File: src/rtl/serial_tx_piso.sv
// Parallel-in/serial-out frame transmitter.
// Frame: start bit (0), data LSB-first, stop bit (1).
module serial_tx_piso #(
  parameter int DATA_WIDTH   = 8,
  parameter int CLKS_PER_BIT = 4
) (
  input  logic                  Clk,
  input  logic                  Reset,
  input  logic [DATA_WIDTH-1:0] Data,
  input  logic                  Valid,
  output logic                  Ready,
  output logic                  TxOut,
  output logic                  Busy,
  output logic                  Done
);

  localparam int CW = (CLKS_PER_BIT > 1) ? $clog2(CLKS_PER_BIT) : 1;
  localparam int IW = (DATA_WIDTH > 1) ? $clog2(DATA_WIDTH) : 1;

  localparam logic [CW-1:0] CNT_LAST = CW'(CLKS_PER_BIT - 1);
  localparam logic [CW-1:0] CNT_PEN  =
    CW'((CLKS_PER_BIT > 1) ? CLKS_PER_BIT - 2 : 0);
  localparam logic [IW-1:0] IDX_LAST = IW'(DATA_WIDTH - 1);
  localparam logic          ONE_CLK  = (CLKS_PER_BIT == 1);

  typedef enum logic [1:0] {
    IDLE,
    START,
    DATA,
    STOP
  } state_t;

  state_t                state;
  logic [DATA_WIDTH-1:0] shreg;
  logic [DATA_WIDTH-1:0] shnext;
  logic [CW-1:0]         cnt;
  logic [IW-1:0]         idx;
  logic                  cnt_end;

  always_comb begin
    shnext  = shreg >> 1;
    cnt_end = (cnt == CNT_LAST);
  end

  assign Busy = ~Ready;

  always_ff @(posedge Clk or posedge Reset) begin
    if (Reset) begin
      state <= IDLE;
      shreg <= '0;
      cnt   <= '0;
      idx   <= '0;
      TxOut <= 1'b1;
      Ready <= 1'b1;
      Done  <= 1'b0;
    end else begin
      unique case (state)
        IDLE: begin
          if (Valid) begin
            state <= START;
            shreg <= Data;
            cnt   <= '0;
            TxOut <= 1'b0;
            Ready <= 1'b0;
          end
        end
        START: begin
          if (cnt_end) begin
            state <= DATA;
            cnt   <= '0;
            idx   <= '0;
            TxOut <= shreg[0];
          end else begin
            cnt <= cnt + 1'b1;
          end
        end
        DATA: begin
          if (cnt_end) begin
            cnt   <= '0;
            shreg <= shnext;
            if (idx == IDX_LAST) begin
              state <= STOP;
              TxOut <= 1'b1;
              // a one-cycle stop bit is its own last cycle
              Done  <= ONE_CLK;
            end else begin
              idx   <= idx + 1'b1;
              TxOut <= shnext[0];
            end
          end else begin
            cnt <= cnt + 1'b1;
          end
        end
        STOP: begin
          if (cnt_end) begin
            state <= IDLE;
            cnt   <= '0;
            Done  <= 1'b0;
            Ready <= 1'b1;
          end else begin
            cnt  <= cnt + 1'b1;
            Done <= (cnt == CNT_PEN);
          end
        end
        default: state <= IDLE;
      endcase
    end
  end

endmodule

File: config.mk
export PLATFORM = sky130hd
export DESIGN_NAME = serial_tx_piso
export DESIGN_NICKNAME = d
export VERILOG_FILES = /design/src/rtl/serial_tx_piso.sv
export SDC_FILE = /design/constraint.sdc
export NUM_CORES = 1
export LEC_CHECK = 0
export CORE_UTILIZATION = 57
export DETAILED_ROUTE_END_ITERATION = 7
export PLACE_DENSITY = 0.9
export SETUP_SLACK_MARGIN = 0.4
export SLEW_MARGIN = 20
export SYNTH_ARGS = -nofsm -noshare
export SYNTH_HDL_FRONTEND = slang
export SYNTH_SLANG_ARGS = --single-unit
export TNS_END_PERCENT = 50
File: constraint.sdc
create_clock -name Clk -period 5.4 [get_ports Clk]
set_input_delay 0.81 -clock Clk [delete_from_list [all_inputs] [get_ports Clk]]
set_output_delay 0.81 -clock Clk [all_outputs]
set_load 0.02 [all_outputs]
==> results of run 1 <==
## synthesized netlist by cell type
| master | n |
|---|---|
| a21oi_1 | 2 |
| o31ai_1 | 2 |
| o21ai_0 | 5 |
| o21ba_1 | 1 |
| inv_1 | 7 |
| nand3b_1 | 1 |
| nor2b_1 | 3 |
| nor2_1 | 3 |
| mux2i_1 | 2 |
| nand2b_1 | 1 |
| a2111oi_2 | 1 |
| a22o_1 | 5 |
| or3_1 | 1 |
| buf_2 | 1 |
| dfrtp_1 | 16 |
| buf_6 | 1 |
| nand2_1 | 3 |
| a21boi_0 | 1 |
| a2111o_1 | 1 |
| and2b_4 | 1 |
| dfstp_2 | 2 |
| mux2_4 | 1 |
| ha_1 | 11 |
| nor2_2 | 1 |
| mux2_2 | 16 |
| o41ai_1 | 1 |
## cells by family (layout without fill, tap and decap cells)
family | count (synthesis) | after routing | share of synthesized area (%)
buffers and inverters | 9 | 25 | 3.97
muxes | 19 | 19 | 20.1
adders and majority gates | 11 | 11 | 12.8
and+or+nand+nor | 14 | 14 | 7.24
DFF | 18 | 18 | 42.2
AOI/OAI and AO/OA | 19 | 19 | 13.7
## layer usage
layer,track usage (%),vias to the layer above
li1,-,358
met1,28.1,340
met2,37.7,11
met3,3.57,4
met4,14.5,0
met5,0,-
## cell type report
class	count	share of cell area [%]
inverter	7	2.08
tap	25	2.48
timing repair buffer	14	11.1
clock buffer	4	2.87
sequential	18	35.8
multi-input combinational	63	45.6
## sequential cells by signal, summed over array words and instances, names as in the netlist
| name | cells |
|---|---|
| shreg | 8 |
| idx | 3 |
| cnt | 2 |
| state | 2 |
| Done | 1 |
| Ready | 1 |
| TxOut | 1 |
## stage by stage
stage	hold slack (ps)	area, sq um
3_3_place_gp	479	1230
3_5_place_dp	494	1230
6_report	519	1260
4_1_cts	519	1260
5_1_grt	534	1260
2_1_floorplan	466	1070
## power groups by stage
stage	Sequential (W)	Combinational (W)	Clock (W)
after floorplan	0.000246	0.000331	0
after global placement	0.000246	0.000393	0
after detailed placement	0.000252	0.000412	0
after CTS	0.000249	0.000413	0.0000872
after global routing	0.000259	0.000462	0.0000922
final	0.000247	0.000410	0.0000842
## cell usage in the layout (no fill, tap or decap), types with 2 or more instances in the layout
master           count
dfstp_2              2
a22o_1               5
o21ai_0              5
clkbuf_4             3
o31ai_1              2
dfrtp_1             16
ha_1                11
nor2b_1              3
clkdlybuf4s50_1     14
mux2_2              16
nand2_1              3
mux2i_1              2
a21oi_1              2
inv_1                7
nor2_1               3
## final timing paths
check,depth (start not counted),from,slack [ps],endpoint
max in group asynchronous,2,Reset,4060,idx[0]$_DFFE_PP0P_
worst min-delay path,1,shreg[5]$_DFFE_PP0P_,520,shreg[5]$_DFFE_PP0P_
worst min register to register,1,shreg[5]$_DFFE_PP0P_,520,shreg[5]$_DFFE_PP0P_
min in group asynchronous,2,Reset,900,shreg[5]$_DFFE_PP0P_
worst max register to register,5,state[0]$_DFFE_PP0P_,3350,state[1]$_DFFE_PP0P_
worst max-delay path,1,Ready$_DFFE_PP1P_,3130,Ready
==> metrics.txt, run 1 <==
worst relative slew slack 53.7%; count of instances resized after the clock tree is built 0; post-layout minimum cycle time 2270 ps; setup repair after global routing missed its margin no; CP cell instances clkdlybuf4s50_1; flop and latch count out of synthesis 18; Placed Cells 127; largest fanout of any net on the critical path 4; Post-CTS Hold Buffers 0; clock tree from TritonCTS built; height of the die 45.4 microns; Routed met2 length 935 microns; global-route wire length before repair 3200 microns; final clock period utilization by the worst path a little over two fifths; Highest Clock Rate 440 MHz; final setup vio count 0; total of fill cells in the finished design 121; number of vias per cell 5.44; DRC Markers 0; routed len/inst 13.9 microns; initial antenna violation count 0; drt first pass iters 4; number of global-route vias before repair 713; clock-pin slew reported for the worst setup and hold paths after clock tree synthesis 100 ps; final number of hold-violating endpoints 0; Slowest-stage cell, CP clkdlybuf4s50_1; Max stage delay on crit path 600 ps; count of placed standard cells in the final layout, fillers left out 131; total count of max-transition violations in the final report 0; CTS Root Buffer Type clkbuf_4; number of vias after detailed routing 713; Setup TNS Final 0 ps; Post-Route WL 1830 microns; DP Wirelength 1370 microns; H-tree levels 1; core footprint about 1700 sq um; Final nets 129; cell leakage power approximately 0.56 nW; nets in the synthesized netlist 112; x dimension of the die 45.4 microns; met3 routed WL just under 40 microns; Syn Area/Cell 11.9 sq um; switching share of power 37.2%; number of antenna cells inserted 0; synthesized netlist cell count 90; pin count of the biggest net entering global routing 19; clock network fraction of design power a little under an eighth; switching power 0.000276 W; sum of routed wire segments on met1 804 microns; worst hold-check path type reg2reg; count of clock tree sinks 18; startpoint-to-endpoint class of the critical path reg2out; worst setup skew after layout 4.59 ps; I/O pin count 15; GP Congestion 0.729; total power density per cell area 587 nW/um^2; Layout Utilization 72.4%; overflow left after global routing 0; top layer reached by signal wires met4; run status completed; Seq pwr share about a third; Placement Setup Slack just under 3000 ps; fraction of final layout cells sized beyond drive strength 1 ~25%; peak supply drop approximately 0.00033 V; share of synthesized area occupied by flip-flops and latches 42.2%; top cells by area in the synthesized netlist dfrtp_1 (37%), mux2_2 (17%), ha_1 (13%); number of buffer and inverter stages on the critical path 1; Iter 0 DRT Violations 13; area used by multi-input combinational logic 577 sq um; Maximum Capacitance Violations 0; total die area 2060 sq um; total global-route track usage 23.0%; Clk Latency, worst-skew pair 300 ps; area fraction of the dominant cell type after synthesis 37.3%; pin slew with the least headroom to its limit 693 ps; Starting Density approximately three fifths; Yosys Warn Count 0; data required time of the worst path 4590 ps; number of clock buffers inserted by TritonCTS 3; post-route antenna net violation count 0; quantity of I/O buffers inserted on ports 14; worst-case clock buffer depth 2; cell type contributing the most total cell area after synthesis dfrtp_1; smallest setup slack after layout 3130 ps; combined area of all synthesized cells 1070 sq um; part of the total power dissipated in combinational logic 55.3%; signal arrival time at the worst endpoint between 1000 and 1500 ps; critical path endpoint category primary output; area occupied by registers 453 sq um; # rows 15; element type at the critical path start register; cell family with most CP delay buffers and inverters; synthesis-to-finish area growth 17.9%; count of cell types in the netlist 26; setup repair bufs after CTS 0; total chip power about 0.00074 W; Pint approximately 0.00047 W
Note: power is estimated with default switching activity, not from simulation.
==> run 2: changes to the inputs <==
--- a/config.mk
+++ b/config.mk
@@ -5,9 +5,9 @@
 export SDC_FILE = /design/constraint.sdc
 export NUM_CORES = 1
 export LEC_CHECK = 0
-export CORE_UTILIZATION = 57
+export CORE_UTILIZATION = 48
 export DETAILED_ROUTE_END_ITERATION = 7
-export PLACE_DENSITY = 0.9
+export PLACE_DENSITY = 0.81
 export SETUP_SLACK_MARGIN = 0.4
 export SLEW_MARGIN = 20
 export SYNTH_ARGS = -nofsm -noshare
==> constraint.sdc (replaced) <==
create_clock -name Clk -period 1.9 [get_ports Clk]
set_input_delay 0.285 -clock Clk [delete_from_list [all_inputs] [get_ports Clk]]
set_output_delay 0.285 -clock Clk [all_outputs]
set_load 0.02 [all_outputs]
==> run 2 against run 1 <==
Sequential share of layout area fell by 4.1 points. Non-clock buffer count grew 11. Core utilization decreased by 1.4 points. Sequential power grew to 2.9 times the previous value. Critical path depth up 4. Power increased to 3.4 times the previous value. Clock skew increased by 8.7 ps. Critical path type is now reg2reg.
==> metrics.txt, run 2 (synthesized netlist as in run 1, its figures left out) <==
register ranked first by flip-flop count shreg; global-route wire length before repair 3710 microns; largest fanout of any net on the critical path 5; initial antenna violation count 0; core footprint 2020 sq um; number of global-route vias before repair 794; reg-to-reg critical path endpoint state[1]$_DFFE_PP0P_; Starting Density 53.0%; number of vias per cell about 5.5; final clock period utilization by the worst path just over 90%; part of the total power dissipated in combinational logic 61.4%; Setup TNS Final 0 ps; I/O pin count 15; count of clock tree sinks 18; Post-Route WL about 2200 microns; count of placed standard cells in the final layout, fillers left out approximately 140; x dimension of the die between 40 and 50 microns; origin of the critical flop-to-flop path state[1]$_DFFE_PP0P_; total global-route track usage 20.3%; Final nets 140; final number of hold-violating endpoints 0; drt first pass iters 4; element type at the critical path start register; final setup vio count 0; total power density per cell area 1750 nW/um^2; DP Wirelength about 1400 microns; most common library cell in the layout ignoring fill and taps mux2_2; run status completed; worst hold slack across all endpoints between 200 and 300 ps; routed len/inst 15.1 microns; worst setup skew after layout 13.3 ps; peak supply drop 0.00117 V; commonest non-fill, non-tap cells in the layout mux2_2 (15), dfrtp_1 (14), clkdlybuf4s50_1 (11); overflow left after global routing 0; total die area 2430 sq um; flop-to-flop setup slack 160 ps; synthesis-to-finish area growth 33.8%; Iter 0 DRT Violations 9; clock network fraction of design power under 10%; Highest Clock Rate roughly 580 MHz; Placed Cells 132; setup repair after global routing missed its margin yes; cell leakage power 0.628 nW; GP Congestion 0.791; smallest setup slack after layout roughly 160 ps; CP endpoint state[1]$_DFFE_PP0P_; post-route antenna net violation count 0; switching power 0.000936 W; height of the die 49.3 microns; number of clock buffers inserted by TritonCTS 3; fraction of final layout cells sized beyond drive strength 1 42.7%; Seq pwr share 28.9%; Pint 0.00158 W; signal arrival time at the worst endpoint 1940 ps; startpoint-to-endpoint class of the critical path reg2reg; number of antenna cells inserted 0; clock tree from TritonCTS built; Placement Setup Slack 63.4 ps; # rows 16; switching share of power a little under two fifths; number of vias after detailed routing roughly 800; pin count of the biggest net entering global routing 13; DRC Markers 0; pin slew with the least headroom to its limit 464 ps; H-tree levels 1; worst relative slew slack 69.1%; CTS Root Buffer Type clkbuf_4; path depth of the worst reg2reg path 5; critical path endpoint category register; Maximum Capacitance Violations 0; flip-flop count of the largest register after layout 8; clock-pin slew reported for the worst setup and hold paths after clock tree synthesis between 100 and 150 ps; worst setup path startpoint state[1]$_DFFE_PP0P_; leading registers by flop count shreg x8, idx x3; data required time of the worst path 2100 ps; Clk Latency, worst-skew pair roughly 300 ps; total count of max-transition violations in the final report 0; post-layout minimum cycle time approximately 1700 ps; quantity of I/O buffers inserted on ports 14; worst-case clock buffer depth 2; worst hold-check path type in2async
[run 2: cell count changes in the layout (fill, tap and decap cells not counted), moves of 2 or more]
cell | previous run | this run
ha_1 | 11 | 4
buf_4 | 0 | 9
clkdlybuf4s50_1 | 14 | 11
dfrtp_2 | 0 | 2
dlymetal6s2s_1 | 0 | 2
inv_1 | 7 | 5
ha_4 | 0 | 3
dfrtp_1 | 16 | 14
buf_6 | 0 | 2
ha_2 | 0 | 4
[run 2: power groups by stage]
stage / logic (W) / clock network (W) / registers, W
final: 0.00154 / 0.000243 / 0.000728
after global routing: 0.00169 / 0.000263 / 0.000743
after floorplan: 0.000956 / 0 / 0.000712
after global placement: 0.00119 / 0 / 0.000716
after detailed placement: 0.00123 / 0 / 0.000726
after CTS: 0.00148 / 0.000246 / 0.000712
[run 2: final cells by class]
class                      count  area, sq um
multi-input combinational     63          647
fill                         138          587
sequential                    18          455
timing repair buffer          25          234
clock buffer                   4         36.3
tap                           27         33.8
inverter                       7         28.8
[run 2: layer usage]
layer	global-route usage (%)	part of all wire, %	vias to the layer above
met2	31.1	48	13
met1	27.1	48	396
met4	9.80	1.6	0
met3	4.36	2.5	6
li1	-	-	377
met5	0	0	-
[run 2: worst min-delay path by stage]
stage | startpoint | end | slack [ps] | cells after the start
finish | Reset | state[1]$_DFFE_PP0P_ | 280 | 2
global route | Reset | state[1]$_DFFE_PP0P_ | 340 | 2
CTS | Reset | state[1]$_DFFE_PP0P_ | 290 | 2
detailed placement | shreg[2]$_DFFE_PP0P_ | shreg[2]$_DFFE_PP0P_ | 490 | 1
global placement | shreg[4]$_DFFE_PP0P_ | shreg[4]$_DFFE_PP0P_ | 480 | 1
floorplan | Reset | Done$_DFFE_PP0P_ | 220 | 1
[run 2: what timing repair did]
item,in CTS,in global routing
endpoints found under the hold margin,0,0
gates resized for setup,11,7
gates cloned,0,0
hold buffers,0,0
setup buffers,6,2
pin swaps,1,2
setup endpoints to repair,15,19
[run 2: per-stage QoR]
step | utilization, % | instance area (sq um) | total power, W
detailed placement | 62.7 | 1270 | 0.00196
floorplan | - | 1090 | 0.00167
CTS | 69.4 | 1400 | 0.00243
global placement | 62.7 | 1270 | 0.00191
global route | 71.0 | 1440 | 0.00270
finish | 71.0 | 1440 | 0.00251
[run 2: worst max-delay path: stages, from the launching register on]
cell	delay (ps)
dfrtp_2	460
inv_2	80
ha_4	160
and2b_4	180
a2111o_1	440
mux2_4	310
